--- config.mk ---
export PLATFORM = sky130hd
export DESIGN_NAME = mcycle_controller
export DESIGN_NICKNAME = d
export VERILOG_FILES = /design/src/rtl/mcycle_pkg.sv /design/src/rtl/alu_decoder.sv /design/src/rtl/mcycle_controller.sv
export SDC_FILE = /design/constraint.sdc
export NUM_CORES = 1
export LEC_CHECK = 0
export ABC_AREA = 1
export BUFFER_PORTS_ARGS = -buffer_cell sky130_fd_sc_hd__buf_4
export CORE_ASPECT_RATIO = 0.5
export CORE_MARGIN = 10
export CORE_UTILIZATION = 30
export CTS_BUF_LIST = sky130_fd_sc_hd__clkbuf_2 sky130_fd_sc_hd__clkbuf_4 sky130_fd_sc_hd__clkbuf_8
export DETAILED_ROUTE_END_ITERATION = 10
export GPL_ROUTABILITY_DRIVEN = 0
export HOLD_SLACK_MARGIN = 0.1
export SETUP_SLACK_MARGIN = 0.4
export SYNTH_ARGS = -nofsm -noshare
export SYNTH_HDL_FRONTEND = slang
export SYNTH_SLANG_ARGS = --single-unit
export TNS_END_PERCENT = 10
--- constraint.sdc ---
create_clock -name clk -period 4.6 [get_ports clk]
set_input_delay 0.23 -clock clk [delete_from_list [all_inputs] [get_ports clk]]
set_output_delay 0.23 -clock clk [all_outputs]
set_load 0.01 [all_outputs]
--- src/rtl/mcycle_pkg.sv ---
// mcycle_pkg: shared types and constants for the multicycle MIPS controller.
//   state_t    : 4-bit FSM state encoding
//   OP_*       : supported opcodes
//   FUNCT_*    : R-type function fields recognised by the ALU decoder
//   aluop_t    : controller-to-ALU-decoder operation class
//   ALUC_*     : ALU operation codes driven on alucontrol
package mcycle_pkg;

    typedef enum logic [3:0] {
        S_FETCH    = 4'd0,
        S_DECODE   = 4'd1,
        S_MEMADR   = 4'd2,
        S_MEMRD    = 4'd3,
        S_MEMWB    = 4'd4,
        S_MEMWR    = 4'd5,
        S_EXECUTE  = 4'd6,
        S_ALUWB    = 4'd7,
        S_BRANCH   = 4'd8,
        S_ADDIEXEC = 4'd9,
        S_ADDIWB   = 4'd10,
        S_JUMP     = 4'd11
    } state_t;

    localparam logic [5:0] OP_RTYPE = 6'b000000;
    localparam logic [5:0] OP_LW    = 6'b100011;
    localparam logic [5:0] OP_SW    = 6'b101011;
    localparam logic [5:0] OP_BEQ   = 6'b000100;
    localparam logic [5:0] OP_ADDI  = 6'b001000;
    localparam logic [5:0] OP_J     = 6'b000010;

    localparam logic [5:0] FUNCT_ADD = 6'b100000;
    localparam logic [5:0] FUNCT_SUB = 6'b100010;
    localparam logic [5:0] FUNCT_AND = 6'b100100;
    localparam logic [5:0] FUNCT_OR  = 6'b100101;
    localparam logic [5:0] FUNCT_SLT = 6'b101010;

    typedef enum logic [1:0] {
        ALUOP_ADD   = 2'b00,
        ALUOP_SUB   = 2'b01,
        ALUOP_FUNCT = 2'b10
    } aluop_t;

    localparam logic [2:0] ALUC_AND = 3'b000;
    localparam logic [2:0] ALUC_OR  = 3'b001;
    localparam logic [2:0] ALUC_ADD = 3'b010;
    localparam logic [2:0] ALUC_SUB = 3'b110;
    localparam logic [2:0] ALUC_SLT = 3'b111;

endpackage

--- src/rtl/alu_decoder.sv ---
// alu_decoder: combinational translation of the controller's aluop class and
// the R-type funct field into the ALU operation code.
//   aluop      in  2  operation class from the controller
//   funct      in  6  R-type function field
//   alucontrol out 3  ALU operation code
module alu_decoder
    import mcycle_pkg::*;
(
    input  aluop_t      aluop,
    input  logic [5:0]  funct,
    output logic [2:0]  alucontrol
);

    always_comb begin
        alucontrol = ALUC_ADD;
        case (aluop)
            ALUOP_ADD: alucontrol = ALUC_ADD;
            ALUOP_SUB: alucontrol = ALUC_SUB;
            ALUOP_FUNCT: begin
                case (funct)
                    FUNCT_ADD: alucontrol = ALUC_ADD;
                    FUNCT_SUB: alucontrol = ALUC_SUB;
                    FUNCT_AND: alucontrol = ALUC_AND;
                    FUNCT_OR:  alucontrol = ALUC_OR;
                    FUNCT_SLT: alucontrol = ALUC_SLT;
                    // unknown funct falls back to add so the datapath stays benign
                    default:   alucontrol = ALUC_ADD;
                endcase
            end
            default: alucontrol = ALUC_ADD;
        endcase
    end

endmodule

--- src/rtl/mcycle_controller.sv ---
// mcycle_controller: Moore sequencing FSM for the multicycle MIPS datapath,
// with a retired-instruction counter.
//   clk, reset (async, active-low)
//   op, funct, zero, mem_ready           : inputs from IR, ALU and memory
//   memreq, memwrite, iord, irwrite, pcen, pcsrc, alusrca, alusrcb,
//   alucontrol, regdst, memtoreg, regwrite: datapath controls
//   illegal : one-cycle pulse in DECODE for an unsupported opcode
//   instret : retired-instruction count, wraps modulo 2^CNT_W
//
//   state    | meaning
//   FETCH    | read instruction at PC, PC <= PC+4 when memory is ready
//   DECODE   | register read, branch target into ALUOut
//   MEMADR   | effective address for lw/sw
//   MEMRD    | load data read, waits on mem_ready
//   MEMWB    | load writeback (retires lw)
//   MEMWR    | store, held until mem_ready (retires sw)
//   EXECUTE  | R-type ALU operation
//   ALUWB    | R-type writeback (retires)
//   BRANCH   | beq compare, PC <= target if zero (retires)
//   ADDIEXEC | addi ALU operation
//   ADDIWB   | addi writeback (retires)
//   JUMP     | PC <= jump target (retires)
module mcycle_controller
    import mcycle_pkg::*;
#(
    parameter int CNT_W = 32
) (
    input  logic             clk,
    input  logic             reset,
    input  logic [5:0]       op,
    input  logic [5:0]       funct,
    input  logic             zero,
    input  logic             mem_ready,
    output logic             memreq,
    output logic             memwrite,
    output logic             iord,
    output logic             irwrite,
    output logic             pcen,
    output logic [1:0]       pcsrc,
    output logic             alusrca,
    output logic [1:0]       alusrcb,
    output logic [2:0]       alucontrol,
    output logic             regdst,
    output logic             memtoreg,
    output logic             regwrite,
    output logic             illegal,
    output logic [CNT_W-1:0] instret
);

    state_t state;
    state_t state_next;
    aluop_t aluop;
    logic   retire;

    logic   memreq_s;
    logic   memwrite_s;
    logic   irwrite_s;
    logic   regwrite_s;
    logic   pcwrite_s;
    logic   branch_s;

    always_comb begin
        state_next = state;
        illegal    = 1'b0;
        case (state)
            S_FETCH:    if (mem_ready) state_next = S_DECODE;
            S_DECODE: begin
                case (op)
                    OP_LW, OP_SW: state_next = S_MEMADR;
                    OP_RTYPE:     state_next = S_EXECUTE;
                    OP_BEQ:       state_next = S_BRANCH;
                    OP_ADDI:      state_next = S_ADDIEXEC;
                    OP_J:         state_next = S_JUMP;
                    default: begin
                        state_next = S_FETCH;
                        illegal    = 1'b1;
                    end
                endcase
            end
            S_MEMADR:   state_next = (op == OP_LW) ? S_MEMRD : S_MEMWR;
            S_MEMRD:    if (mem_ready) state_next = S_MEMWB;
            S_MEMWR:    if (mem_ready) state_next = S_FETCH;
            S_EXECUTE:  state_next = S_ALUWB;
            S_ADDIEXEC: state_next = S_ADDIWB;
            S_MEMWB, S_ALUWB, S_ADDIWB, S_BRANCH, S_JUMP: state_next = S_FETCH;
            default:    state_next = S_FETCH;
        endcase
    end

    always_comb begin
        case (state)
            S_MEMWB, S_ALUWB, S_ADDIWB, S_BRANCH, S_JUMP: retire = 1'b1;
            S_MEMWR: retire = mem_ready;
            default: retire = 1'b0;
        endcase
    end

    always_ff @(posedge clk or negedge reset) begin
        if (!reset) begin
            state   <= S_FETCH;
            instret <= '0;
        end else begin
            state <= state_next;
            if (retire) instret <= instret + CNT_W'(1);
        end
    end

    always_comb begin
        memreq_s   = 1'b0;
        memwrite_s = 1'b0;
        iord       = 1'b0;
        irwrite_s  = 1'b0;
        pcwrite_s  = 1'b0;
        branch_s   = 1'b0;
        pcsrc      = 2'b00;
        alusrca    = 1'b0;
        alusrcb    = 2'b00;
        aluop      = ALUOP_ADD;
        regdst     = 1'b0;
        memtoreg   = 1'b0;
        regwrite_s = 1'b0;
        case (state)
            S_FETCH: begin
                memreq_s  = 1'b1;
                alusrcb   = 2'b01;
                irwrite_s = mem_ready;
                pcwrite_s = mem_ready;
            end
            S_DECODE:   alusrcb = 2'b11;
            S_MEMADR, S_ADDIEXEC: begin
                alusrca = 1'b1;
                alusrcb = 2'b10;
            end
            S_MEMRD: begin
                memreq_s = 1'b1;
                iord     = 1'b1;
            end
            S_MEMWR: begin
                memreq_s   = 1'b1;
                iord       = 1'b1;
                memwrite_s = 1'b1;
            end
            S_EXECUTE: begin
                alusrca = 1'b1;
                aluop   = ALUOP_FUNCT;
            end
            S_ALUWB: begin
                regdst     = 1'b1;
                regwrite_s = 1'b1;
            end
            S_MEMWB: begin
                memtoreg   = 1'b1;
                regwrite_s = 1'b1;
            end
            S_ADDIWB:   regwrite_s = 1'b1;
            S_BRANCH: begin
                alusrca  = 1'b1;
                aluop    = ALUOP_SUB;
                pcsrc    = 2'b01;
                branch_s = 1'b1;
            end
            S_JUMP: begin
                pcsrc     = 2'b10;
                pcwrite_s = 1'b1;
            end
            default: ;
        endcase
    end

    // Reset holds the state at FETCH, so only the side-effecting strobes need
    // masking; the mux selects already show their FETCH values.
    assign memreq   = reset & memreq_s;
    assign memwrite = reset & memwrite_s;
    assign irwrite  = reset & irwrite_s;
    assign regwrite = reset & regwrite_s;
    assign pcen     = reset & (pcwrite_s | (branch_s & zero));

    alu_decoder u_alu_decoder (
        .aluop      (aluop),
        .funct      (funct),
        .alucontrol (alucontrol)
    );

endmodule

# --- Word-level counts from Yosys, hierarchy flattened ---
# Index checks and enable logic that the tools add are counted.
totals:
  regBits: 36
  input_bits: 16
  output_inout_bits: 49
  word_cells: 70
op_classes:
  n_addsub: 1
  eq_ne: 25
  n_mux: 24
  n_bitwise: 7
  n_reduce_logical: 11
op_table:
  columns: ["operator", "n"]
  rows:
  - ["$eq 6x6->1 const B", 6]
  - ["$add 32x1->32 const B", 1]
  - ["$pmux 4 s7", 1]
  - ["$pmux 4 s5", 1]
  - ["$eq 4x3->1 const B", 4]
  - ["$eq 4x4->1 const B", 4]
  - ["$mux 4", 3]
  - ["$pmux 3 s4", 1]
  - ["$mux 1", 11]
  - ["$eq 4x2->1 const B", 2]
  - ["$pmux 2 s2", 2]
  - ["$and 1x1->1", 6]
  - ["$eq 6x2->1 const B", 1]
  - ["$eq 6x3->1 const B", 1]
  - ["$eq 6x4->1 const B", 1]
  - ["$logic_not 6->1", 1]
  - ["$ne 2x2->1 const B", 3]
  - ["$pmux 2 s3", 1]
  - ["$pmux 3 s2", 1]
  - ["$reduce_or 2->1", 3]
  - ["$reduce_or 3->1", 2]
  - ["$reduce_or 6->1", 1]
  - ["$reduce_or 5->1", 1]
  - ["$eq 4x1->1 const B", 1]
  - ["other kinds (8)", 9]

# --- Longest topological paths before layout ---
# Gate-level depths: netlist of run 1.
depth:
  ltp_word: 5
  ltp_mapped: 11
  mapped_depth_nobuf: 11

# --- By module ---
# Synthesis of run 1 repeated with hierarchy kept, for this count alone.
hier_totals:
  cells_unflattened: 422
  hier_area_um2: 2637.5
by_module_without_submodules:
  columns: ["mod", "n_inst", "cells_each", "area_each_um2", "seq_area_each_um2"]
  rows:
  - ["mcycle_controller", 1, 385, 2463.6, 900.9]
  - ["alu_decoder", 1, 37, 173.9, 0.0]

# --- Worst setup path before layout of run 1 ---
# Ideal clock, no wire load.
synth_timing:
  kind: "flip-flop to output port"
  startpoint: "reg state[1]"
  endpoint: "out alucontrol[0]"
  t_arrival_ps: 1879
  slack_ps: 2491
  stages_incl_launch_ff: 11
  n_path_buf: 0
  cell_sequence: "dfrtp_1 > nor2_1 > inv_1 > nor2_1 > inv_1 > ha_1 > inv_1 > nand2_1 > nor2_1 > nand2_1 > o22ai_1"
synth_between:
  elab_chain_cells: 4
synth_rtl:
  columns: ["element", "line", "source"]
  rows:
  - ["start, declared", "mcycle_controller.sv:50", "state_t state;"]
  - ["start signal, assigned", "mcycle_controller.sv:103", "state <= state_next;"]
  - ["$eq 4x4->1 or $eq 4x3->1 (tied branches)", "mcycle_controller.sv:122", "case (state)"]
  - ["$pmux 2 s2 *", "mcycle_controller.sv:122", null]
  - ["$eq 2x2->1 or $eq 2x1->1 (tied branches)", "alu_decoder.sv:16", "case (aluop)"]
  - ["$pmux 3 s2 *", "alu_decoder.sv:16", null]
  - ["end, declared", "mcycle_controller.sv:42", "output logic [2:0] alucontrol,"]
# Mark *: on every way between the ends. The rest lies on a longest branch, timed or not.

# --- Final worst setup path of run 1 ---
# Same ends and word-level chain as after synthesis.

==> flow_metrics.py, run 1 <==
metrics = {
    "place": {
        "io_buffer_count": 64,
        "placed_area_um2": 3297,
        "detailedPlace.worstSlack_ns": 2.386,
        "place_hpwl_um": 6127,
    },
    "critical_path": {
        "crit_path_end_kind": "primary output",
        "crit_end": "alucontrol[0]",
        "r2r_setup_slack_ns": 2.43,
        "crit_path_start_kind": "register",
        "reg2reg_depth": 7,
        "critPathLaunch": "state[1]",
        "worst-endpoint-arrival_ns": 2.29,
        "worst_ep_required_time_ns": 4.37,
        "crit_type": "reg2out",
        "r2r-start": "state[0]",
        "cp_max_fo": 5,
        "rr_endpoint": "instret[14]",
    },
    "floorplan": {
        "core_um2": 8768,
        "die_x_um": 154.6,
        "boundaryPins": 65,
        "die_y_um": 87.32,
        "die-area_um2": 13500,
        "start_util_pct": 31.01,
        "rows": 24,
    },
    "logic_synthesis": {
        "synth_edf_count": 0,
        "avgSynthCellArea_um2": 5.989,
        "async_flop_share_pct": 100.0,
        "syn-num-nets": 474,
        "synthFlopType": "dfrtp_1",
        "yosys.cell_types.count": 23,
        "synthTopCellsByCount": "nand2_1 (196), nor2_1 (76), inv_1 (54), dfrtp_1 (36), nand3_1 (24)",
        "synthMostInstantiatedCell": "nand2_1",
        "synth_seq_cells": 36,
        "synth_seq_area_share_pct": 33.13,
        "synth_top_area_share_pct": 33.13,
        "yosys_warnings": 0,
        "yosys.area.top_type": "dfrtp_1",
        "ys_top_cells_by_area": "dfrtp_1 (33%), nand2_1 (27%), nor2_1 (10%)",
        "syn_inst": 454,
        "syn-cell-area_um2": 2719,
    },
    "routing": {
        "vias_per_cell": 4.425,
        "routed_wl_um": 7654,
        "wl_met3_um": 369,
        "vias": 2819,
        "first_iter_violations": 176,
        "drc": 0,
        "antenna_left": 0,
        "wire_per_inst_um": 12.02,
        "wl_met1_um": 3652,
        "routed.top_layer": "met4",
        "drtPass1Iterations": 4,
        "dr_wl_met2_um": 3592,
    },
    "sta": {
        "finalClockSkew_ns": 0.007996,
        "post-route-period-util_pct": 54.76,
        "setup_ws_ns": 2.081,
        "hold-worst-slack_ns": 0.1836,
        "setup_tns_ns": 0,
        "setup_violations": 0,
        "min_period_ns": 2.519,
        "tightest_slew_ns": 0.7383,
        "max_freq_ghz": 0.3970,
        "hold_violations": 0,
        "drv_slew": 0,
        "slew_headroom_pct": 50.72,
        "rsz0062_at_grt": "no",
    },
    "clock_tree": {
        "cts.sinks": 36,
        "cts-root-buf": "clkbuf_8",
        "cts_made_buffers": 5,
        "post_cts_buffers": 0,
        "clk_latency_ns": 0.29,
        "cts_buffer_depth": 2,
        "tritoncts": "built",
        "ctsResizeCount": 0,
        "cts_hold_buf": 1,
        "h-tree-depth": 2,
        "clk_pin_slew_ns": 0.07,
    },
    "layout": {
        "final_nets": 540,
        "area_delta_synth_final_pct": 24.62,
        "antennaDiodeCount": 0,
        "drive_gt1_share_pct": 17.12,
        "fin_area_um2": 3388,
        "fill_cells": 975,
    },
    "power_and_ir_drop": {
        "p_leak_uw": 0.001708,
        "power_density_nw_per_um2": 289.6,
        "p_sw_uw": 389.0,
        "clkPwrFrac_pct": 22.7,
        "ir_drop_v": 0.0001112,
        "combinationalPowerShare_pct": 37.9,
        "swShare_pct": 39.64,
        "p_int_uw": 592.4,
        "p_total_uw": 981.4,
        "seq_power_share_pct": 39.4,
    },
    "global_route": {
        "grt_pass1_wl_um": 13100,
        "grt_max_degree": 40,
        "antenna_found_initial": 0,
        "grt_pass1_vias": 2713,
        "grt_usage_pct": 11.62,
        "grt_remaining_overflow": 0,
    },
    "job": {
        "maxCapViolCount": 0,
    },
    "outcome": {
        "status": "finished clean",
    },
    "hold_path": {
        "hold_path.class": "in2reg",
    },
}
==> cells by family after synthesis <==
group | share of synthesized area, %
buffers and inverters | 9.664
and+or+nand+nor | 46.48
xor gates and xnor gates | 3.866
adders and majority gates | 1.841
DFF | 33.13
AOI/OAI and AO/OA | 5.016
==> how the worst min path moves through the flow <==
stage                     startpoint    endpoint  slack (ns)  cells after the start
after global routing       mem_ready    state[1]        0.17                      2
after detailed placement       reset    state[1]        0.24                      1
after CTS                  mem_ready    state[1]        0.17                      2
after global placement         reset    state[1]        0.23                      1
final                      mem_ready    state[1]        0.18                      2
after floorplan                reset  instret[0]       -0.07                      0
==> layout by cell type, fill, tap and decap left out, types with 2 or more instances in the layout <==
cell	count
o21ai_0	19
dfrtp_1	36
xnor2_1	3
nor3_1	2
inv_2	3
nor2_1	76
nand2_1	196
xor2_1	9
buf_4	64
nor2_2	7
ha_1	4
a21oi_1	2
nand3_2	2
clkbuf_8	5
inv_1	54
nand2_2	4
nand3_1	24
nand4_1	2
==> registers in the layout (all words and copies together), names as in the netlist <==
signal	flops
state	4
instret	32
==> power by group through the flow <==
stage                     Clock, µW  Sequential [µW]  Combinational, µW
after floorplan                   0              395                237
after global placement            0              391                375
after detailed placement          0              392                378
after CTS                       231              386                380
after global routing            246              393                424
final                           223              387                372
==> routing by layer <==
layer,GRT usage [%],vias up
li1,-,1506
met1,14.25,1261
met2,20.32,50
met3,2.465,2
met4,3.069,0
met5,0,-
==> through the flow <==
| step | cells | util (%) |
|---|---|---|
| 2_1_floorplan | 454 | - |
| 4_1_cts | 637 | 38.64 |
| 5_1_grt | 637 | 38.64 |
| 3_3_place_gp | 629 | 37.60 |
| 6_report | 637 | 38.64 |
| 3_5_place_dp | 629 | 37.60 |
==> worst max-delay path, cell delays in order, from the launching register on <==
cell,delay (ns)
dfrtp_1,0.42
nor2_1,0.26
inv_1,0.09
nor2_1,0.24
inv_1,0.10
ha_1,0.31
inv_1,0.07
nand2_1,0.05
nor2_1,0.11
nand2_1,0.06
o22ai_1,0.14
buf_4,0.14
==> layout make-up <==
type | count | area (µm²) | share of cell area (%)
timing repair buffer | 65 | 490.5 | 14.48
tap | 117 | 146.4 | 4.321
clock buffer | 6 | 76.32 | 2.253
multi-input combinational | 355 | 1555 | 45.90
clock inverter | 1 | 5.005 | 0.1477
sequential | 36 | 900.9 | 26.59
inverter | 57 | 214.0 | 6.315
No activity file was read; power rests on OpenSTA's default activity.
==> run 2: changes to the inputs <==
- clock period: 4.6 -> 2.2 ns (I/O delays scaled with it)
==> flow_metrics.py, run 2 (same netlist as run 1, synthesis figures left out) <==
metrics = {
    "outcome": {
        "status": "finished clean",
    },
    "global_route": {
        "grt_usage_pct": 12.05,
        "grt_max_degree": 34,
        "grt_remaining_overflow": 0,
        "grt_pass1_vias": 2792,
        "antenna_found_initial": 0,
        "grt_pass1_wl_um": 13550,
    },
    "hold_path": {
        "hold_path.class": "in2async",
    },
    "critical_path": {
        "crit_type": "reg2out",
        "crit_path_start_kind": "register",
        "crit_chain": "inv_2 -> nand2_2 -> nor2_4 -> ha_4 -> inv_2 -> nand2_2 -> nor2_4 -> nand2_2 -> o22ai_2 -> buf_4",
        "critPathBufInv": 3,
        "worst_ep_required_time_ns": 2.09,
        "cpMaxStageDelayCell": "dfrtp_1",
        "crit_path_frequent_cell": "nand2_2",
        "crit_path_end_kind": "primary output",
        "crit_family": "simple AND/OR/NAND/NOR gates",
        "worst-endpoint-arrival_ns": 1.87,
        "cp_max_fo": 5,
        "cpPeakStageDelay_ns": 0.41,
    },
    "routing": {
        "routed.top_layer": "met4",
        "first_iter_violations": 215,
        "vias_per_cell": 4.517,
        "drtPass1Iterations": 7,
        "wl_met3_um": 390,
        "dr_wl_met2_um": 3975,
        "wl_met1_um": 3861,
        "routed_wl_um": 8303,
        "vias": 2977,
        "drc": 0,
        "antenna_left": 0,
        "wire_per_inst_um": 12.60,
    },
    "clock_tree": {
        "h-tree-depth": 2,
        "tritoncts": "built",
        "cts_buffer_depth": 2,
        "clk_pin_slew_ns": 0.08,
        "cts.sinks": 36,
        "cts_made_buffers": 5,
        "clk_latency_ns": 0.30,
        "cts-root-buf": "clkbuf_8",
    },
    "floorplan": {
        "die_x_um": 154.6,
        "core_um2": 8768,
        "die-area_um2": 13500,
        "rows": 24,
        "boundaryPins": 65,
        "start_util_pct": 31.01,
        "die_y_um": 87.32,
    },
    "sta": {
        "post-route-period-util_pct": 90.04,
        "hold_violations": 0,
        "drv_slew": 0,
        "slew_headroom_pct": 71.11,
        "tightest_slew_ns": 0.4333,
        "min_period_ns": 1.981,
        "hold-worst-slack_ns": 0.1546,
        "rsz0062_at_grt": "yes",
        "finalClockSkew_ns": 0.009214,
        "max_freq_ghz": 0.5048,
        "setup_tns_ns": 0,
        "setup_violations": 0,
    },
    "layout": {
        "regMostFlops": "instret",
        "reg_top3": "instret x32, state x4",
        "final_cell_mix": "nand2_1 (193), buf_4 (84), nor2_1 (70), inv_1 (50), dfrtp_1 (34)",
        "final_common_cell": "nand2_1",
        "antennaDiodeCount": 0,
        "area_delta_synth_final_pct": 34.51,
        "largest_reg_flops": 32,
        "drive_gt1_share_pct": 23.43,
        "final_nets": 561,
    },
    "power_and_ir_drop": {
        "power_density_nw_per_um2": 661.3,
        "ir_drop_v": 0.0002411,
        "p_total_uw": 2418,
        "p_leak_uw": 0.001834,
    },
    "job": {
        "maxCapViolCount": 0,
    },
    "place": {
        "place_hpwl_um": 6371,
        "io_buffer_count": 64,
    },
}
-- run 2: cell count changes in the layout (fill, tap and decap cells not counted), sizes merged --
cell,change
bufinv,+1
buf,+20
dlygate4sd3,+1
-- run 2: worst paths after layout --
check,startpoint,to,slack [ns],cells past startpoint
max in group asynchronous,reset,instret[31],1.42,3
min in group clk,op[2],state[3],0.16,3
min reg2reg,instret[13],instret[13],0.54,1
min,reset,state[2],0.15,2
max,state[3],alucontrol[0],0.22,10
max reg2reg,instret[0],instret[30],0.51,10
-- run 2: final cells by class --
cell class / instances / area, µm²
well taps: 117 / 146.4
clock inverters: 2 / 35.03
inverters: 57 / 214.0
multi-input cells: 355 / 1632
fillers: 970 / 5111
clock buffers: 6 / 76.32
flip-flops and latches: 36 / 903.4
repair buffers: 86 / 650.6
-- run 2: per-stage QoR --
step | utilization (%) | worst slack [ns] | area [µm²] | std cells
2_1_floorplan | - | 0.4372 | 2735 | 454
6_report | 41.71 | 0.2190 | 3657 | 659
3_3_place_gp | 38.04 | 0.2978 | 3336 | 632
3_5_place_dp | 38.04 | 0.2645 | 3336 | 632
5_1_grt | 41.71 | 0.1387 | 3657 | 659
4_1_cts | 41.07 | 0.2242 | 3601 | 655
-- run 2: power breakdown --
| group | leakage (µW) | total (µW) | internal, µW | switching (µW) |
|---|---|---|---|---|
| combinational | 0.00129 | 1010 | 432 | 580 |
| sequential | 0.000489 | 814 | 724 | 89.4 |
| clock | 0.0000586 | 593 | 349 | 245 |
| total | 0.00183 | 2420 | 1500 | 914 |
-- run 2: metal layers --
metal  vias to the layer above  global-route usage (%)
met4                         0                   3.325
met1                      1350                   14.95
met2                        67                   20.67
met5                         -                       0
met3                         8                   2.663
li1                       1552                       -
-- run 2: timing repair --
item	in CTS	in global routing
endpoints found under the setup margin	3	10
resized for setup	12	9
pin swaps	7	6
setup buffers	13	4
endpoints found under the hold margin	38	0
hold buffers	2	0
